File: config.mk
export PLATFORM = sky130hd
export DESIGN_NAME = rv_store_monitor
export DESIGN_NICKNAME = d
export VERILOG_FILES = /design/src/rtl/rv32i_tb_pkg.sv /design/src/rtl/rv_event_fifo.sv /design/src/rtl/rv_store_monitor.sv
export SDC_FILE = /design/constraint.sdc
export NUM_CORES = 1
export LEC_CHECK = 0
export BUFFER_PORTS_ARGS = -buffer_cell sky130_fd_sc_hd__buf_4
export CORE_ASPECT_RATIO = 0.9
export CORE_MARGIN = 2
export CORE_UTILIZATION = 50
export CTS_CLUSTER_SIZE = 20
export DETAILED_ROUTE_END_ITERATION = 6
export PLACE_DENSITY = 0.7
export RECOVER_POWER = 100
export SLEW_MARGIN = 15
export SYNTH_ARGS = -nofsm -noshare
export SYNTH_HDL_FRONTEND = slang
export SYNTH_SLANG_ARGS = --single-unit
File: constraint.sdc
create_clock -name clk_i -period 3.53 [get_ports clk_i]
set_clock_uncertainty 0.05 [all_clocks]
set_input_delay 0.353 -clock clk_i [delete_from_list [all_inputs] [get_ports clk_i]]
set_output_delay 0.353 -clock clk_i [all_outputs]
set_load 0.005 [all_outputs]
File: src/rtl/rv32i_tb_pkg.sv
// Shared definitions for the RV32I test-harness monitor blocks.
// Holds the monitor FSM state type, the store-event record and the default
// XLEN / tohost mailbox / watchdog constants used by rv_store_monitor and
// its bench. No ports: package only.
package rv32i_tb_pkg;

  localparam int unsigned XLEN_DEFAULT           = 32;
  localparam logic [31:0] TOHOST_ADDR_DEFAULT    = 32'h8000_0000;
  localparam int unsigned TIMEOUT_CYCLES_DEFAULT = 200_000;
  localparam int unsigned FIFO_DEPTH_DEFAULT     = 8;

  // RUN is the only live state; the other three hold until reset.
  typedef enum logic [1:0] {
    ST_RUN     = 2'd0,
    ST_PASS    = 2'd1,
    ST_FAIL    = 2'd2,
    ST_TIMEOUT = 2'd3
  } mon_state_e;

  // One observed store as carried through the event stream.
  typedef struct packed {
    logic [XLEN_DEFAULT-1:0] addr;
    logic [XLEN_DEFAULT-1:0] data;
  } store_event_t;

  function automatic logic is_terminal(input mon_state_e s);
    return s != ST_RUN;
  endfunction

endpackage

File: src/rtl/rv_event_fifo.sv
// Synchronous FIFO for store events.
// Ports:
//   clk_i, rst_i        clock, synchronous active-high reset (empties FIFO)
//   push_i, wdata_i     write request and data; ignored when full unless a
//                       pop happens in the same cycle
//   pop_i               read request; ignored when empty
//   rdata_o             head entry (valid while empty_o is low)
//   full_o, empty_o     occupancy flags
// Pointers carry one extra wrap bit so full and empty stay distinguishable
// when the index bits coincide.
module rv_event_fifo #(
  parameter int unsigned WIDTH = 64,
  parameter int unsigned DEPTH = 8
) (
  input  logic             clk_i,
  input  logic             rst_i,
  input  logic             push_i,
  input  logic [WIDTH-1:0] wdata_i,
  input  logic             pop_i,
  output logic [WIDTH-1:0] rdata_o,
  output logic             full_o,
  output logic             empty_o
);

  localparam int unsigned AW = $clog2(DEPTH);
  localparam int unsigned PW = AW + 1;

  logic [WIDTH-1:0] mem_q [DEPTH];
  logic [PW-1:0]    wr_ptr_q, wr_ptr_d;
  logic [PW-1:0]    rd_ptr_q, rd_ptr_d;
  logic [AW-1:0]    wr_idx, rd_idx;
  logic             pop_ok, push_ok;

  assign wr_idx  = wr_ptr_q[AW-1:0];
  assign rd_idx  = rd_ptr_q[AW-1:0];
  assign empty_o = (wr_ptr_q == rd_ptr_q);
  assign full_o  = (wr_idx == rd_idx) && (wr_ptr_q[PW-1] != rd_ptr_q[PW-1]);

  // A pop frees a slot in the same cycle, so a full FIFO still takes a push
  // when the consumer is draining.
  assign pop_ok  = pop_i && !empty_o;
  assign push_ok = push_i && (!full_o || pop_ok);

  always_comb begin
    wr_ptr_d = wr_ptr_q;
    rd_ptr_d = rd_ptr_q;
    if (push_ok) wr_ptr_d = wr_ptr_q + PW'(1);
    if (pop_ok)  rd_ptr_d = rd_ptr_q + PW'(1);
  end

  always_ff @(posedge clk_i) begin
    if (rst_i) begin
      wr_ptr_q <= '0;
      rd_ptr_q <= '0;
    end else begin
      wr_ptr_q <= wr_ptr_d;
      rd_ptr_q <= rd_ptr_d;
    end
  end

  // Storage needs no reset: entries are only visible between the pointers.
  for (genvar gi = 0; gi < DEPTH; gi++) begin : g_entry
    always_ff @(posedge clk_i) begin
      if (push_ok && (wr_idx == AW'(gi))) mem_q[gi] <= wdata_i;
    end
  end

  // Head read straight from storage: an entry written on one edge is
  // presented after that edge, never on the same cycle it is pushed.
  assign rdata_o = mem_q[rd_idx];

endmodule

File: src/rtl/rv_store_monitor.sv
// Store monitor for RISC-V test programs.
// Watches the core's store port, ends the test when the program writes the
// tohost mailbox (data 1 = pass, other odd data = fail with code data>>1),
// ends it on a cycle watchdog, and streams every store seen while running
// out through a valid/ready event FIFO.
// Ports:
//   clk_i, rst_i                         clock, synchronous active-high reset
//   st_valid_i, st_addr_i, st_data_i     observed store
//   ev_valid_o, ev_ready_i,
//   ev_addr_o, ev_data_o                 store event stream
//   done_o, pass_o, fail_o, timeout_o    test status
//   overflow_o, drop_count_o             sticky FIFO overflow, dropped events
//   fail_code_o                          failure code from the mailbox
//   cycle_count_o                        cycles spent running (saturating)
module rv_store_monitor
  import rv32i_tb_pkg::*;
#(
  parameter int unsigned     XLEN           = XLEN_DEFAULT,
  parameter logic [XLEN-1:0] TOHOST_ADDR    = XLEN'(TOHOST_ADDR_DEFAULT),
  parameter int unsigned     FIFO_DEPTH     = FIFO_DEPTH_DEFAULT,
  parameter int unsigned     TIMEOUT_CYCLES = TIMEOUT_CYCLES_DEFAULT
) (
  input  logic            clk_i,
  input  logic            rst_i,
  input  logic            st_valid_i,
  input  logic [XLEN-1:0] st_addr_i,
  input  logic [XLEN-1:0] st_data_i,
  output logic            ev_valid_o,
  input  logic            ev_ready_i,
  output logic [XLEN-1:0] ev_addr_o,
  output logic [XLEN-1:0] ev_data_o,
  output logic            done_o,
  output logic            pass_o,
  output logic            fail_o,
  output logic            timeout_o,
  output logic            overflow_o,
  output logic [XLEN-2:0] fail_code_o,
  output logic [31:0]     cycle_count_o,
  output logic [15:0]     drop_count_o
);

  // Count value on which the watchdog fires; unused when disabled.
  localparam logic [31:0] WD_LIMIT =
    (TIMEOUT_CYCLES == 0) ? 32'd0 : 32'(TIMEOUT_CYCLES - 1);

  mon_state_e      state_q, state_d;
  logic [31:0]     cycle_count_q, cycle_count_d;
  logic [XLEN-2:0] fail_code_q, fail_code_d;
  logic            overflow_q, overflow_d;
  logic [15:0]     drop_count_q, drop_count_d;

  logic              in_run;
  logic              st_push;
  logic              term_store;
  logic              wd_hit;
  logic              fifo_full, fifo_empty, fifo_drop;
  logic [2*XLEN-1:0] fifo_rdata;

  assign in_run  = (state_q == ST_RUN);
  assign st_push = st_valid_i && in_run;
  // Even data to tohost is an ordinary store; only odd data ends the test.
  assign term_store = st_push && (st_addr_i == TOHOST_ADDR) && st_data_i[0];
  assign wd_hit = (TIMEOUT_CYCLES != 0) && (cycle_count_q == WD_LIMIT);
  // Full with no pop this cycle means the event is lost.
  assign fifo_drop = st_push && fifo_full && !ev_ready_i;

  // ---------------- FSM: state register ----------------
  always_ff @(posedge clk_i) begin
    if (rst_i) state_q <= ST_RUN;
    else       state_q <= state_d;
  end

  // ---------------- FSM: next state ----------------
  // A terminating store beats the watchdog on the same cycle.
  always_comb begin
    state_d = state_q;
    if (in_run) begin
      if (term_store)  state_d = (st_data_i == XLEN'(1)) ? ST_PASS : ST_FAIL;
      else if (wd_hit) state_d = ST_TIMEOUT;
    end
  end

  // ---------------- FSM: outputs ----------------
  always_comb begin
    done_o    = is_terminal(state_q);
    pass_o    = (state_q == ST_PASS);
    fail_o    = (state_q == ST_FAIL);
    timeout_o = (state_q == ST_TIMEOUT);
  end

  // ---------------- counters and latched status ----------------
  always_comb begin
    cycle_count_d = cycle_count_q;
    fail_code_d   = fail_code_q;
    overflow_d    = overflow_q;
    drop_count_d  = drop_count_q;
    if (in_run && (cycle_count_q != 32'hFFFF_FFFF))
      cycle_count_d = cycle_count_q + 32'd1;
    if (term_store && (st_data_i != XLEN'(1)))
      fail_code_d = st_data_i[XLEN-1:1];
    if (fifo_drop) begin
      overflow_d = 1'b1;
      if (drop_count_q != 16'hFFFF) drop_count_d = drop_count_q + 16'd1;
    end
  end

  always_ff @(posedge clk_i) begin
    if (rst_i) begin
      cycle_count_q <= '0;
      fail_code_q   <= '0;
      overflow_q    <= 1'b0;
      drop_count_q  <= '0;
    end else begin
      cycle_count_q <= cycle_count_d;
      fail_code_q   <= fail_code_d;
      overflow_q    <= overflow_d;
      drop_count_q  <= drop_count_d;
    end
  end

  assign cycle_count_o = cycle_count_q;
  assign fail_code_o   = fail_code_q;
  assign overflow_o    = overflow_q;
  assign drop_count_o  = drop_count_q;

  // ---------------- event stream ----------------
  rv_event_fifo #(
    .WIDTH (2 * XLEN),
    .DEPTH (FIFO_DEPTH)
  ) u_fifo (
    .clk_i   (clk_i),
    .rst_i   (rst_i),
    .push_i  (st_push),
    .wdata_i ({st_addr_i, st_data_i}),
    .pop_i   (ev_ready_i),
    .rdata_o (fifo_rdata),
    .full_o  (fifo_full),
    .empty_o (fifo_empty)
  );

  assign ev_valid_o = !fifo_empty;
  assign ev_addr_o  = fifo_rdata[2*XLEN-1:XLEN];
  assign ev_data_o  = fifo_rdata[XLEN-1:0];

endmodule

Yosys cells after proc, flatten, opt, wreduce, memory -nomap -nowiden
Memories as Yosys holds them, arrays and structs flattened. A register that Yosys moved wholly into a read port is not among the register bits.
Index checks and enable logic that the tools add are counted.
{"block": "op_classes", "n_eq_ne": 19, "reduce_logical": 35, "n_mux": 42, "n_addsub": 4}
{"op": "64-bit two-way mux", "count": 7}
{"op": "64-bit OR reduction", "count": 7}
{"op": "32-bit by 1-bit adder with 32-bit output, second input constant", "count": 1}
{"op": "32-bit by 1-bit == test with 1-bit output, second input constant", "count": 1}
{"op": "32-bit by 18-bit == test with 1-bit output, second input constant", "count": 1}
{"op": "32-bit == test, second input constant", "count": 1}
{"op": "32-bit by 1-bit inequality test with 1-bit output, second input constant", "count": 1}
{"op": "32-bit inequality test, second input constant", "count": 1}
{"op": "3-bit two-way mux", "count": 9}
{"op": "1-bit two-way mux", "count": 23}
{"op": "1-bit logical AND", "count": 18}
{"op": "16-bit by 1-bit adder with 16-bit output, second input constant", "count": 1}
{"op": "16-bit inequality test, second input constant", "count": 1}
{"op": "3-bit == test, second input constant", "count": 4}
{"op": "4-bit by 1-bit adder with 4-bit output, second input constant", "count": 2}
{"op": "3-bit by 2-bit == test with 1-bit output, second input constant", "count": 2}
{"op": "2-bit two-way mux", "count": 3}
{"op": "2-bit == test, second input constant", "count": 2}
{"op": "4-bit == test", "count": 1}
{"op": "2-bit AND reduction", "count": 2}
{"op": "2-bit nonzero test", "count": 2}
{"op": "3-bit by 1-bit == test with 1-bit output, second input constant", "count": 1}
{"op": "3-bit == test", "count": 1}
{"op": "1-bit zero test", "count": 3}
{"op": "5 further kinds", "count": 5}
{"block": "totals", "mem_bits_rw": 512, "out_inout_bits": 149, "mem_count": 1, "reg_bits": 90, "in_bits": 68, "wordCells": 108}
{"name": "u_fifo.mem_q", "words": 8, "width": 64, "read_ports": 1, "rd_ports_with_merged_regs": 1, "wr": 1, "line_no": "rv_event_fifo.sv:28", "source": "logic [WIDTH-1:0] mem_q [DEPTH];"}

Logic depth before layout (Yosys ltp)
{"block": "depth", "ltp_word": 16, "ltp_mapped": 8, "mapped_depth_nobuf": 7}

Modules after synthesis
From an unflattened synthesis, not the netlist that was laid out.
{"block": "hier_totals", "hier_cells": 1255, "hier_area_um2": 23849.1}
{"module": "rv_event_fifo", "instances": 1, "cells_each": 808, "area_each_um2": 19845.3, "seq_area_each_um2": 15595.0}
{"module": "rv_store_monitor", "instances": 1, "cells_each": 447, "area_each_um2": 4003.8, "seq_area_each_um2": 1641.6}

Least setup slack after synthesis
Ideal clock, no wire load.
{"block": "synth_path", "kind": "flip-flop to flip-flop", "start": "register state_q[0]", "end": "memory u_fifo.mem_q[4][0], enable pin", "period_less_slack_ns": 3.353, "stages_incl_launch_ff": 5, "n_path_buf": 1, "required_time_ns": 3.051, "arrival_ns": 2.874, "slack_ns": 0.177, "setup_ns": 0.429, "path_cell_list": "dfxtp_1 -> or3b_4 -> a21oi_1 -> clkbuf_1 -> and3_1"}
{"block": "synth_via", "elab_chain_len": 14, "elab_cells_between_ends": 48, "classes_between": "30 x mux; 18 x reduce/logical"}
{"item": "from (decl)", "line_no": "rv_store_monitor.sv:46", "source": "mon_state_e state_q, state_d;"}
{"item": "from (signal assigned)", "line_no": "rv_store_monitor.sv:70", "source": "else state_q <= state_d;"}
{"item": "2-bit zero test (*)", "line_no": "rv_store_monitor.sv:59", "source": "assign in_run = (state_q == ST_RUN);"}
{"item": "1-bit logical AND (*)", "line_no": "rv_store_monitor.sv:60", "source": "assign st_push = st_valid_i && in_run;"}
{"item": "1-bit logical AND (*)", "line_no": "rv_event_fifo.sv:42", "source": "assign push_ok = push_i && (!full_o || pop_ok);"}
{"item": "1-bit logical AND", "line_no": "rv_event_fifo.sv:64", "source": "if (push_ok && (wr_idx == AW'(gi))) mem_q[gi] <= wdata_i;"}
{"item": "1-bit two-way mux", "line_no": "rv_event_fifo.sv:64"}
{"item": "1-bit two-way mux (not written as such)", "line_no": "rv_event_fifo.sv:64"}
{"item": "64-bit OR reduction (no source line)"}
{"item": "3-bit two-way mux (no source line) / 1-bit two-way mux (equally long branches) (7 in series)"}
{"item": "to (decl)", "line_no": "rv_event_fifo.sv:28"}
Mark *: on every way between the ends. The rest lies on a longest branch, timed or not.

==> impl_metrics.yaml <==
global_routing:
  grt_pass1_vias: 12770
  antenna_found_initial: 0
  grtUsageTotal: 0.2088
  grt_max_degree: 93
  grt_first_pass_wirelength_um: 76000
  grt_overflow_total: 0
sta:
  hold_viol_final: 0
  relSlewSlack: 0.3442
  drv_slew: 0
  max_freq_mhz: 320.2
  period_share: 0.8847
  setup_viol: 0
  period_needed_ns: 3.123
  tns_ns: 0
  rsz0062_at_grt: "no"
  worst-slew-pin-transition_ns: 0.9836
critical_path:
  cp_max_fo: 28
  crit_type: "flop to output port"
  end_kind: "output port"
  start_kind: "flop"
  r2r_cells: 7
  crit_required_ns: 3.13
  cp_data_arrival_time_ns: 2.72
drt:
  vias: 12380
  wl_per_cell_um: 22.61
  ant_nets: 0
  drt_wl_total_um: 49850
  route.detailed.drc: 0
  drt_iter0_markers: 921
  vias_per_cell: 5.612
  dr.pass1.iters: 7
yosys:
  synth_area_leaders: "edfxtp_1 66%, mux4_2 12%, dfxtp_1 8.0%"
  ys_ff_latch: 605
  syn_inst: 1224
  ys_seq_area_frac: 0.7383
  ys.flop_type: "edfxtp_1"
  yosysTopAreaCell: "edfxtp_1"
  synth_edf_count: 512
  avgSynthCellArea_um2: 19.07
  async_flop_share: 0
  syn-cell-area_um2: 23340
  synth_top_cell_area_share: 0.6586
  ys_types: 39
  syn-num-nets: 1301
  yosys_warnings: 0
cells_and_area:
  syn2layout_area_growth_pct: 20.74
  layout.area.seq_um2: 17250
  multi_input_area_um2: 5894
  final_cell_mix: "512 x edfxtp_1, 128 x mux4_2, 112 x clkbuf_1, 94 x nor2_1, 92 x clkbuf_4"
  mostFrequentLayoutCell: "edfxtp_1"
  nFillCells: 3522
  diodes: 0
  layout-drive-gt1-share: 0.2725
  final_nets: 1617
power:
  p_sw_frac: 0.2203
  power.internal_uw: 12760
  pwr-share-clk: 0.386
  seqPwrFrac: 0.492
  worst_ir_drop_vdd_uv: 391.6
  total_power_uw: 16370
  powerDensity_nw_per_um2: 580.6
  power_frac_comb: 0.123
  power.switching_uw: 3605
  p_leak_uw: 0.009281
worst_hold_path:
  worstHoldPathType: "primary input to flop"
  worstHoldPathCells: 4
clock_tree:
  clock_sinks: 605
  cts_buffer_depth: 3
  clkSlewWorstSetupHoldPaths_ns: 0.06
  cts_tree: "yes"
  cts_root_buffer: "clkbuf_16"
  clkLatencyLatePin_ns: 0.61
  htree_levels: 2
  cts_buffers: 58
die:
  die-width_um: 231.8
  core_area_um2: 46360
  die_h_um: 209.0
  dieArea_um2: 48440
  io_pins: 217
  start_util: 0.5036
  floorplan.rows: 75
outcome:
  outcome: "completed"
place:
  hpwlAfterDp_um: 29050
  portBuffers: 216
  routabilityCongestion: 0.7928
run:
  drv_cap: 0
-- per-layer routing --
metal	GRT usage	vias to the layer above	wire [µm]
met3	0.03794	59	2826
met2	0.3387	360	24580
met4	0.05747	0	933
met1	0.2939	6411	21510
met5	0	-	0
li1	-	5545	-
-- final timing paths --
check,startpoint,to,slack (ns)
max reg2reg,u_fifo.wr_ptr_q[2]$_SDFFE_PP0P_,u_fifo.mem_q[2][2]$_DFFE_PP_,0.46
min reg2reg,overflow_o$_SDFFE_PP0P_,overflow_o$_SDFFE_PP0P_,0.44
min,ev_ready_i,overflow_o$_SDFFE_PP0P_,0.09
max,flop,ev_data_o[2],0.41
-- synthesized netlist by cell type (3+ instances only) --
library cell  count
o21ai_0          10
nor2_1           94
edfxtp_1        512
nor4_1           25
mux2_2           65
and2_1            3
nor2b_1           4
nand2_1          22
and3_1            9
buf_2             5
ha_1              9
or4_1             3
nand4_1          23
inv_1            11
nor4b_1           3
nor3_1           17
dfxtp_1          93
and4_1            4
a21oi_1          16
mux4_2          128
nand3_1          15
mux2i_1          33
xnor2_1          31
clkbuf_1         36
or3_1             9
xor2_1           14
buf_1            14
-- power groups by stage --
stage | combinational, µW | clock (µW) | sequential (µW)
global route | 2180 | 6690 | 8060
finish | 2010 | 6310 | 8050
detailed placement | 2110 | 0 | 8200
CTS | 2180 | 6450 | 8050
floorplan | 1270 | 0 | 8150
global placement | 2100 | 0 | 8190
-- area by class of cell --
cell class,instances,area share
clock buffer,84,0.06188
tap,616,0.02734
timing repair buffer,311,0.07968
clock inverter,25,0.008700
multi-input combinational,553,0.2091
inverter,11,0.001465
sequential,605,0.6118
-- repair_timing --
action,in CTS,in global routing
hold buffers,64,0
endpoints found under the hold margin,527,0
gates resized for setup,0,0
buffers inserted,0,0
-- logic make-up (layout without fill, tap and decap cells) --
group / Yosys count / in the layout / synth area share
AND/OR/NAND/NOR: 242 / 242 / 0.05306
multiplexers: 226 / 226 / 0.1690
adder cells (fa/ha/maj): 9 / 9 / 0.004824
AO/OA/AOI/OAI: 31 / 31 / 0.007022
buffers and inverters: 66 / 431 / 0.01088
flip-flops: 605 / 605 / 0.7383
XOR/XNOR: 45 / 45 / 0.01688
-- registers in the layout (all words and copies together) (netlist names), named ones only --
name             cells
u_fifo.mem_q       512
cycle_count_o       32
fail_code_o         31
u_fifo.wr_ptr_q      4
u_fifo.rd_ptr_q      4
drop_count_o        16
state_q              2
overflow_o           1
-- per-stage QoR --
step | utilization | instances | hold slack [ns] | cell area, µm² | setup slack [ns]
2_1_floorplan | - | 1224 | 0.4019 | 23340 | 0.1769
3_3_place_gp | 0.5606 | 2032 | 0.4034 | 25990 | 0.5309
3_5_place_dp | 0.5606 | 2032 | 0.4215 | 25990 | 0.5169
4_1_cts | 0.6174 | 2205 | 0.05245 | 28620 | 0.4618
5_1_grt | 0.6080 | 2205 | 0.1293 | 28190 | 0.2503
6_report | 0.6080 | 2205 | 0.08934 | 28190 | 0.4072
-- critical path, stage by stage, from the launching register on --
cell,delay (ns)
dfxtp_2,0.93
clkbuf_2,0.61
mux2_2,0.41
clkbuf_1,0.16
Note: power is estimated with default switching activity, not from simulation.
